--- config.mk ---
export PLATFORM = sky130hd
export DESIGN_NAME = gray_seq_decoder
export DESIGN_NICKNAME = d
export VERILOG_FILES = /design/src/rtl/gray_pkg.sv /design/src/rtl/gray_to_bin.sv /design/src/rtl/gray_seq_decoder.sv
export SDC_FILE = /design/constraint.sdc
export NUM_CORES = 1
export LEC_CHECK = 0
export CORE_MARGIN = 3
export CORE_UTILIZATION = 47
export DETAILED_ROUTE_END_ITERATION = 8
export PLACE_DENSITY = 0.86
export SYNTH_ARGS = -nofsm -noshare
export SYNTH_HDL_FRONTEND = slang
export SYNTH_SLANG_ARGS = --single-unit
--- constraint.sdc ---
create_clock -name clk -period 3.55 [get_ports clk]
set_input_delay 0.71 -clock clk [delete_from_list [all_inputs] [get_ports clk]]
set_output_delay 0.71 -clock clk [all_outputs]
set_load 0.03 [all_outputs]
--- src/rtl/gray_pkg.sv ---
// Shared types and helpers for the Gray-code receive path.
package gray_pkg;

  // Widest word the generic helper below can convert.
  localparam int GRAY_MAX_W = 32;

  // Width of the consecutive-legal-step run counter (LOCK_STEPS tops out at 15).
  localparam int RUN_W = 4;

  typedef enum logic [1:0] {
    UNLOCKED,
    ACQUIRE,
    LOCKED
  } state_e;

  typedef enum logic [1:0] {
    STAY,
    UP,
    DOWN,
    BAD
  } step_e;

  // Prefix-XOR Gray to binary conversion for any zero-extended word up to GRAY_MAX_W bits.
  function automatic logic [GRAY_MAX_W-1:0] gray2bin(input logic [GRAY_MAX_W-1:0] g);
    logic [GRAY_MAX_W-1:0] b;
    b = '0;
    for (int i = 0; i < GRAY_MAX_W; i++) begin
      b[i] = ^(g >> i);
    end
    return b;
  endfunction

endpackage

--- src/rtl/gray_to_bin.sv ---
// Combinational reflected-Gray to binary converter, WIDTH bits wide.
module gray_to_bin #(
  parameter int WIDTH = 4
) (
  input  logic [WIDTH-1:0] gray,
  output logic [WIDTH-1:0] bin
);

  // Each binary bit is the XOR of its Gray bit and every Gray bit above it.
  for (genvar gi = 0; gi < WIDTH; gi++) begin : g_bit
    assign bin[gi] = ^gray[WIDTH-1:gi];
  end

endmodule

--- src/rtl/gray_seq_decoder.sv ---
// Gray-code receive end: converts samples to binary, checks each sample is a
// +/-1 step from the previous one, tracks lock and counts step errors.
module gray_seq_decoder
  import gray_pkg::*;
#(
  parameter int WIDTH      = 4,
  parameter int LOCK_STEPS = 2,
  parameter int ERR_W      = 8
) (
  input  logic             clk,
  input  logic             rst,
  input  logic             in_valid,
  input  logic [WIDTH-1:0] gray_in,
  output logic [WIDTH-1:0] bin_out,
  output logic             bin_valid,
  output logic             dir_up,
  output logic             step_err,
  output logic [ERR_W-1:0] err_count,
  output logic             locked
);

  localparam logic [RUN_W-1:0] LOCK_RUN = RUN_W'(LOCK_STEPS);

  logic [WIDTH-1:0] cur_bin;
  logic [WIDTH-1:0] diff;
  step_e            step_cls;
  logic [RUN_W-1:0] run_inc;

  state_e           state_q, state_d;
  logic [WIDTH-1:0] prev_q, prev_d;
  logic [WIDTH-1:0] bin_out_q, bin_out_d;
  logic             bin_valid_q, bin_valid_d;
  logic             dir_up_q, dir_up_d;
  logic             step_err_q, step_err_d;
  logic [ERR_W-1:0] err_count_q, err_count_d;
  logic [RUN_W-1:0] run_q, run_d;

  gray_to_bin #(.WIDTH(WIDTH)) u_gray_to_bin (
    .gray (gray_in),
    .bin  (cur_bin)
  );

  // Classify the new sample by its modular distance from the previous one.
  always_comb begin
    diff    = cur_bin - prev_q;
    run_inc = run_q + RUN_W'(1);
    if (diff == '0) begin
      step_cls = STAY;
    end else if (diff == WIDTH'(1)) begin
      step_cls = UP;
    end else if (diff == '1) begin
      step_cls = DOWN;
    end else begin
      step_cls = BAD;
    end
  end

  // Next-state and next-output logic; only an accepted sample moves anything.
  always_comb begin
    state_d     = state_q;
    prev_d      = prev_q;
    bin_out_d   = bin_out_q;
    bin_valid_d = 1'b0;
    dir_up_d    = dir_up_q;
    step_err_d  = 1'b0;
    err_count_d = err_count_q;
    run_d       = run_q;
    if (in_valid) begin
      prev_d      = cur_bin;
      bin_out_d   = cur_bin;
      bin_valid_d = 1'b1;
      case (state_q)
        UNLOCKED: begin
          // First sample has nothing to compare against.
          state_d = ACQUIRE;
          run_d   = '0;
        end
        ACQUIRE: begin
          if (step_cls == UP || step_cls == DOWN) begin
            run_d    = run_inc;
            dir_up_d = (step_cls == UP);
            if (run_inc >= LOCK_RUN) begin
              state_d = LOCKED;
            end
          end else if (step_cls == BAD) begin
            run_d = '0;
          end
        end
        LOCKED: begin
          if (step_cls == UP || step_cls == DOWN) begin
            dir_up_d = (step_cls == UP);
          end else if (step_cls == BAD) begin
            step_err_d = 1'b1;
            if (err_count_q != '1) begin
              err_count_d = err_count_q + ERR_W'(1);
            end
            run_d   = '0;
            state_d = ACQUIRE;
          end
        end
        default: begin
          state_d = UNLOCKED;
        end
      endcase
    end
  end

  // State and registered outputs; reset clears all history.
  always_ff @(posedge clk) begin
    if (!rst) begin
      state_q     <= UNLOCKED;
      prev_q      <= '0;
      bin_out_q   <= '0;
      bin_valid_q <= 1'b0;
      dir_up_q    <= 1'b0;
      step_err_q  <= 1'b0;
      err_count_q <= '0;
      run_q       <= '0;
    end else begin
      state_q     <= state_d;
      prev_q      <= prev_d;
      bin_out_q   <= bin_out_d;
      bin_valid_q <= bin_valid_d;
      dir_up_q    <= dir_up_d;
      step_err_q  <= step_err_d;
      err_count_q <= err_count_d;
      run_q       <= run_d;
    end
  end

  assign bin_out   = bin_out_q;
  assign bin_valid = bin_valid_q;
  assign dir_up    = dir_up_q;
  assign step_err  = step_err_q;
  assign err_count = err_count_q;
  assign locked    = (state_q == LOCKED);

endmodule

# == Yosys cells after proc, flatten, opt, wreduce, memory -nomap -nowiden ==
# Cells that the tools add are included.
# word_totals
register_bits,21
elab_cells,54
output_inout_bits,16
# op_classes
n_lt_le_gt_ge,1
n_reduce_logical,13
add_sub_neg,3
n_bitwise,4
n_eq_ne,12
muxes,14
# op_table
operator,n
two-way mux 2 bit,6
two-way mux 4 bit,3
one-hot mux 4 bit (3 select lines),1
AND reduction 5 bit,2
"adder 8 x 1 -> 8 bit, second input constant",1
"!= test 8 bit, second input constant",1
"== test 2 bit, second input constant",3
"!= test 2 bit, second input constant",3
one-hot mux 2 bit (3 select lines),1
AND reduction 3 bit,2
"adder 4 x 1 -> 4 bit, second input constant",1
"== test 2 x 1 -> 1 bit, second input constant",2
"== test 4 x 1 -> 1 bit, second input constant",1
"== test 4 bit, second input constant",1
">= comparator 4 x 2 -> 1 bit, second input constant",1
logical NOT 4 bit,1
NOT 1 bit,4
OR reduction 4 bit,1
XOR reduction 4 bit,1
subtractor 4 bit,1
two-way mux 1 bit,3
nonzero test 3 bit,1
XOR reduction 3 bit,1
logical NOT 2 bit,1
other kinds (4),4

# == Depth between registers and ports, before layout ==
# logic_depth
word_depth,10
mapped_depth,15
ltp_nobuf,15

# == Hierarchy ==
# A second synthesis with hierarchy kept.
# unflattened
hier_cells,140
area_unflattened_um2,1292.5
# modules_own_cells
module,instances,area_each_um2,cells_each,seq_area_each_um2
gray_seq_decoder,1,1242.4,135,420.4
gray_to_bin,1,50.0,5,0.0

# == Worst setup path before layout ==
# No wires, ideal clock.
# synth_path
path_kind,input to register
start,in gray_in[3]
end,"reg err_count_q[7], in the netlist err_count[7]"
cell_stages,15
path_buffers,0
arrival_time_ns,3.549
setup_slack_ns,-0.114
setup_time_ns,0.115
path_cell_list,xnor2_1 xnor2_2 xnor2_1 ha_1 inv_1 fa_1 xor2_1 and3b_1 mux2i_1 ha_1 and4_4 o21ai_4 nor3_1 xor2_1 and2_1
# synth_via
elab_chain_len,10
# synth_lines
item,line,source
start: declaration,gray_seq_decoder.sv:13,"input logic [WIDTH-1:0] gray_in,"
XOR reduction 3 bit *,gray_to_bin.sv:11,assign bin[gi] = ^gray[WIDTH-1:gi];
named net cur_bin[1],gray_seq_decoder.sv:24,logic [WIDTH-1:0] cur_bin;
subtractor 4 bit *,gray_seq_decoder.sv:45,diff = cur_bin - prev_q;
== test 4 bit,gray_seq_decoder.sv:51,end else if (diff == '1) begin
two-way mux 1 bit,gray_seq_decoder.sv:51,
two-way mux 2 bit,gray_seq_decoder.sv:49,end else if (diff == WIDTH'(1)) begin
two-way mux 2 bit *,gray_seq_decoder.sv:47,if (diff == '0) begin
== test 2 x 1 -> 1 bit / == test 2 bit (equally long branches),gray_seq_decoder.sv:90,if (step_cls == UP || step_cls == DOWN) begin
logical OR 1 bit,gray_seq_decoder.sv:90,
NOT 1 bit (no source line),--,
AND reduction 5 bit (no source line) *,--,
end signal: assignment,gray_seq_decoder.sv:126,err_count_q <= err_count_d;
end: declaration,gray_seq_decoder.sv:35,"logic [ERR_W-1:0] err_count_q, err_count_d;"
# The timed path passes the listed nets; every way through them passes the cells marked *.
# A chain may end at the register's enable or synchronous reset.

# == Final worst setup path ==
# layout_path
start,in gray_in[0]
end,"reg err_count_q[5], in the netlist err_count[5]"
# layout_via
elab_chain_len,10
# layout_lines
item,line
XOR reduction 4 bit *,gray_to_bin.sv:11
subtractor 4 bit *,gray_seq_decoder.sv:45
== test 4 bit,gray_seq_decoder.sv:51
two-way mux 1 bit,gray_seq_decoder.sv:51
two-way mux 2 bit,gray_seq_decoder.sv:49
two-way mux 2 bit *,gray_seq_decoder.sv:47
== test 2 x 1 -> 1 bit / == test 2 bit (equally long branches),gray_seq_decoder.sv:90
logical OR 1 bit,gray_seq_decoder.sv:90
NOT 1 bit (no source line),--
AND reduction 5 bit (no source line) *,--
# Every way passes the cells marked *; elsewhere a longest branch is shown, timed or not.

==> summary.md <==
| Metric | Value |
|---|---|
| Cells after Synth | `142` |
| Clk_lat worst skew | `0.30 ns` |
| RSZ-0062 raised after global routing | `true` |
| Initial antenna violation count | `0` |
| CP endpoint kind | `register` |
| Max Fclk | `281 MHz` |
| Commonest non-fill, non-tap cell in the layout | `dfxtp_1` |
| Layout cells sized above 1 | `26.1%` |
| Htree depth | `1` |
| Initial Util | `51.4%` |
| CTS tree | `done` |
| Worst path cell trace | `clkdlybuf4s50_1, xnor2_2, ha_2, inv_2, fa_2, xor2_2, nor3b_2, mux2i_2, buf_4, ha_4, and4_4, o21ai_4, buf_6, nor3_4, xor2_1, and2_1` |
| CP max FO | `7` |
| Pwr Density | `391 nW/um^2` |
| Total negative slack | `-0.00447 ns` |
| Ys flop type | `dfxtp_1` |
| Clock slew at reported path FFs | `0.12 ns` |
| Final min period | `3.55 ns` |
| Io pins | `23` |
| CTS Buf Count | `3` |
| Final Skew | `0.00301 ns` |
| Overall Global Routing Usage | `17.8%` |
| Final Cycle Share | `100%` |
| Fin area | `1810 sq um` |
| EDFF count, synth | `0` |
| Seq cells post-synth | `21` |
| Fraction of the mapped netlist area in simple logic gates | `24.5%` |
| CP required | `3.80 ns` |
| Largest net degree at the start of global routing | `24` |
| Cell Area, Placed | `1630 sq um` |
| Clk buf depth | `2` |
| Hold path depth | `2` |
| Crit path max-delay cell type | `clkdlybuf4s50_1` |
| IO buf count | `22` |
| CP bufs+invs | `4` |
| Failing checks | `negative setup slack` |
| Antenna-violating nets left | `0` |
| Die Width | `59.0 microns` |
| Synthesized net count | `162` |
| Post-DP HPWL | `2.03 mm` |
| Syn avg cell area | `9.29 sq um` |
| Dpl ws | `-0.661 ns` |
| Multiplexer share of the synthesized area | `4.55%` |
| Vias | `1,168` |
| Clk sink count | `21` |
| Ys Warns | `0` |
| Commonest non-fill, non-tap cells in the layout | `dfxtp_1, clkdlybuf4s50_1, buf_4` |
| Reg2Reg Depth | `14` |
| Largest family of logic cells by synthesized area | `simple AND/OR/NAND/NOR gates` |
| Die height | `59.0 microns` |
| Startpoint Class | `input port` |
| DR WL/cell | `14.4 microns` |
| Synth Area in Compound Gates | `12.7%` |
| Largest stage delay, worst path | `0.50 ns` |
| Number of global-route vias before repair | `1,139` |
| Gp weighted congestion | `0.817` |
| GR Overflow Total | `0` |
| Via/cell ratio | `5.56` |
| Worst VDD drop | `0.000251 V` |
| Asr flop ratio synth | `0%` |
| DRC Markers | `0` |
| CP arrival | `3.81 ns` |
| Core footprint | `2570 sq um` |
| Final hold violation count | `0` |
| FP Rows | `18` |
| Slew @ Worst Pin | `0.725 ns` |
| Setup ws final | `-0.00447 ns` |
| Final Util | `70.7%` |
| Critical path class | `input port to register` |
| Final-stage net count | `201` |
| Xor/xnor share of the synthesized area | `9.20%` |
| 1st-pass router iterations | `4` |
| CP Depth | `16` |
| Total Wirelength | `3.03 mm` |
| Post-Synth Adder-Cell Area | `12.9%` |
| Status | `complete, but fails checks` |
| Max-slew headroom | `51.5%` |
| Final Max Tran Viols | `0` |
| Final hold slack | `0.507 ns` |
| Max Cap Violations | `0` |
| Unique masters post-synth | `39` |
| Ant diodes | `0` |
| Register area share after synthesis | `31.9%` |
| Die Area | `3480 sq um` |
| First-pass GRT wire length | `4.88 mm` |
| P_leak | `0.763 nW` |
| Clock root buffer | `clkbuf_4` |
| HP Class | `register to register` |
| Area delta synth->final | `37.6%` |
| Top Family by Delay on Critical Path | `adder cells` |
| Mapped cell area | `1320 sq um` |
| Iteration-0 DRC count of the detailed router | `44` |
| Setup-failing EPs final | `1` |
==> final cells by class <==
class                           count  area [sq um]
Multi-Input combinational cell    106           942
Fill cell                         182           753
Sequential cell                    21           420
Timing Repair Buffer               37           343
Inverter                           12          45.0
Tap cell                           30          37.5
Clock buffer                        4          26.3
==> per-layer routing <==
metal / part of all wire [%] / routed length (microns) / track usage, %
met5: 0 / 0 / 0
met4: 0.76 / 23 / 5.50
met3: 5.3 / 162 / 3.70
met2: 52 / 1580 / 31.7
met1: 42 / 1260 / 21.4
==> state kept, by name, indices dropped and copies added, names as in the netlist <==
signal	cells
bin_out	4
state_q	2
err_count	8
dir_up	1
run_q	4
bin_valid	1
step_err	1
==> synthesized netlist by cell type (all sizes together) (2+ instances only) <==
master / instances / share of area, %
clkbuf: 3 / 0.85
and2: 8 / 3.8
nand3: 9 / 3.8
a21o: 2 / 1.2
nor2b: 7 / 3.3
a21oi: 5 / 1.9
nor2: 3 / 0.85
xnor2: 6 / 4.6
inv: 12 / 3.4
a21boi: 2 / 1.1
dfxtp: 21 / 32
nand2: 7 / 2.0
nand2b: 2 / 0.95
nand4: 3 / 1.9
ha: 12 / 11
xor2: 7 / 4.6
o21ai: 7 / 3.5
or3: 3 / 1.8
nor3: 5 / 3.0
mux2i: 6 / 4.6
==> worst min-delay path, cell delays in order, from the launching register on <==
cell	delay (ns)
dfxtp_1	0.36
nand2_1	0.07
o21ai_1	0.05
==> cell families (layout without fill, tap and decap cells) <==
group,after synthesis,count (layout)
and+or+nand+nor,52,52
AOI/OAI and AO/OA,22,22
buffers and inverters,15,53
adders and majority gates,13,13
muxes,6,6
DFF,21,21
xor gates and xnor gates,13,13
==> final timing paths <==
check | start | end | slack, ns
max | gray_in[0] | err_count[5]$_SDFFE_PN0P_ | -0.004
min | state_q[0]$_SDFFE_PN0P_ | state_q[0]$_SDFFE_PN0P_ | 0.51
max reg2reg | bin_out[0]$_SDFFE_PN0P_ | err_count[5]$_SDFFE_PN0P_ | 0.65
min reg2reg | state_q[0]$_SDFFE_PN0P_ | state_q[0]$_SDFFE_PN0P_ | 0.51
==> stage by stage <==
step | instances | power, mW
after CTS | 207 | 0.658
after floorplan | 142 | 0.426
final | 210 | 0.709
after global placement | 199 | 0.505
after global routing | 210 | 0.745
after detailed placement | 199 | 0.517
==> where the power goes <==
| part | internal (mW) | switching (mW) | total [mW] |
|---|---|---|---|
| Sequential | 0.247 | 0.0107 | 0.258 |
| Combinational | 0.164 | 0.168 | 0.332 |
| Clock | 0.0437 | 0.0759 | 0.120 |
==> what timing repair did <==
item / CTS / global route
hold endpoints to repair: 0 / 0
setup endpoints to repair: 15 / 14
gates resized for setup: 18 / 19
pin swaps: 10 / 11
hold buffers: 0 / 0
buffers inserted: 4 / 3
Power figures use the tool's default switching activity.
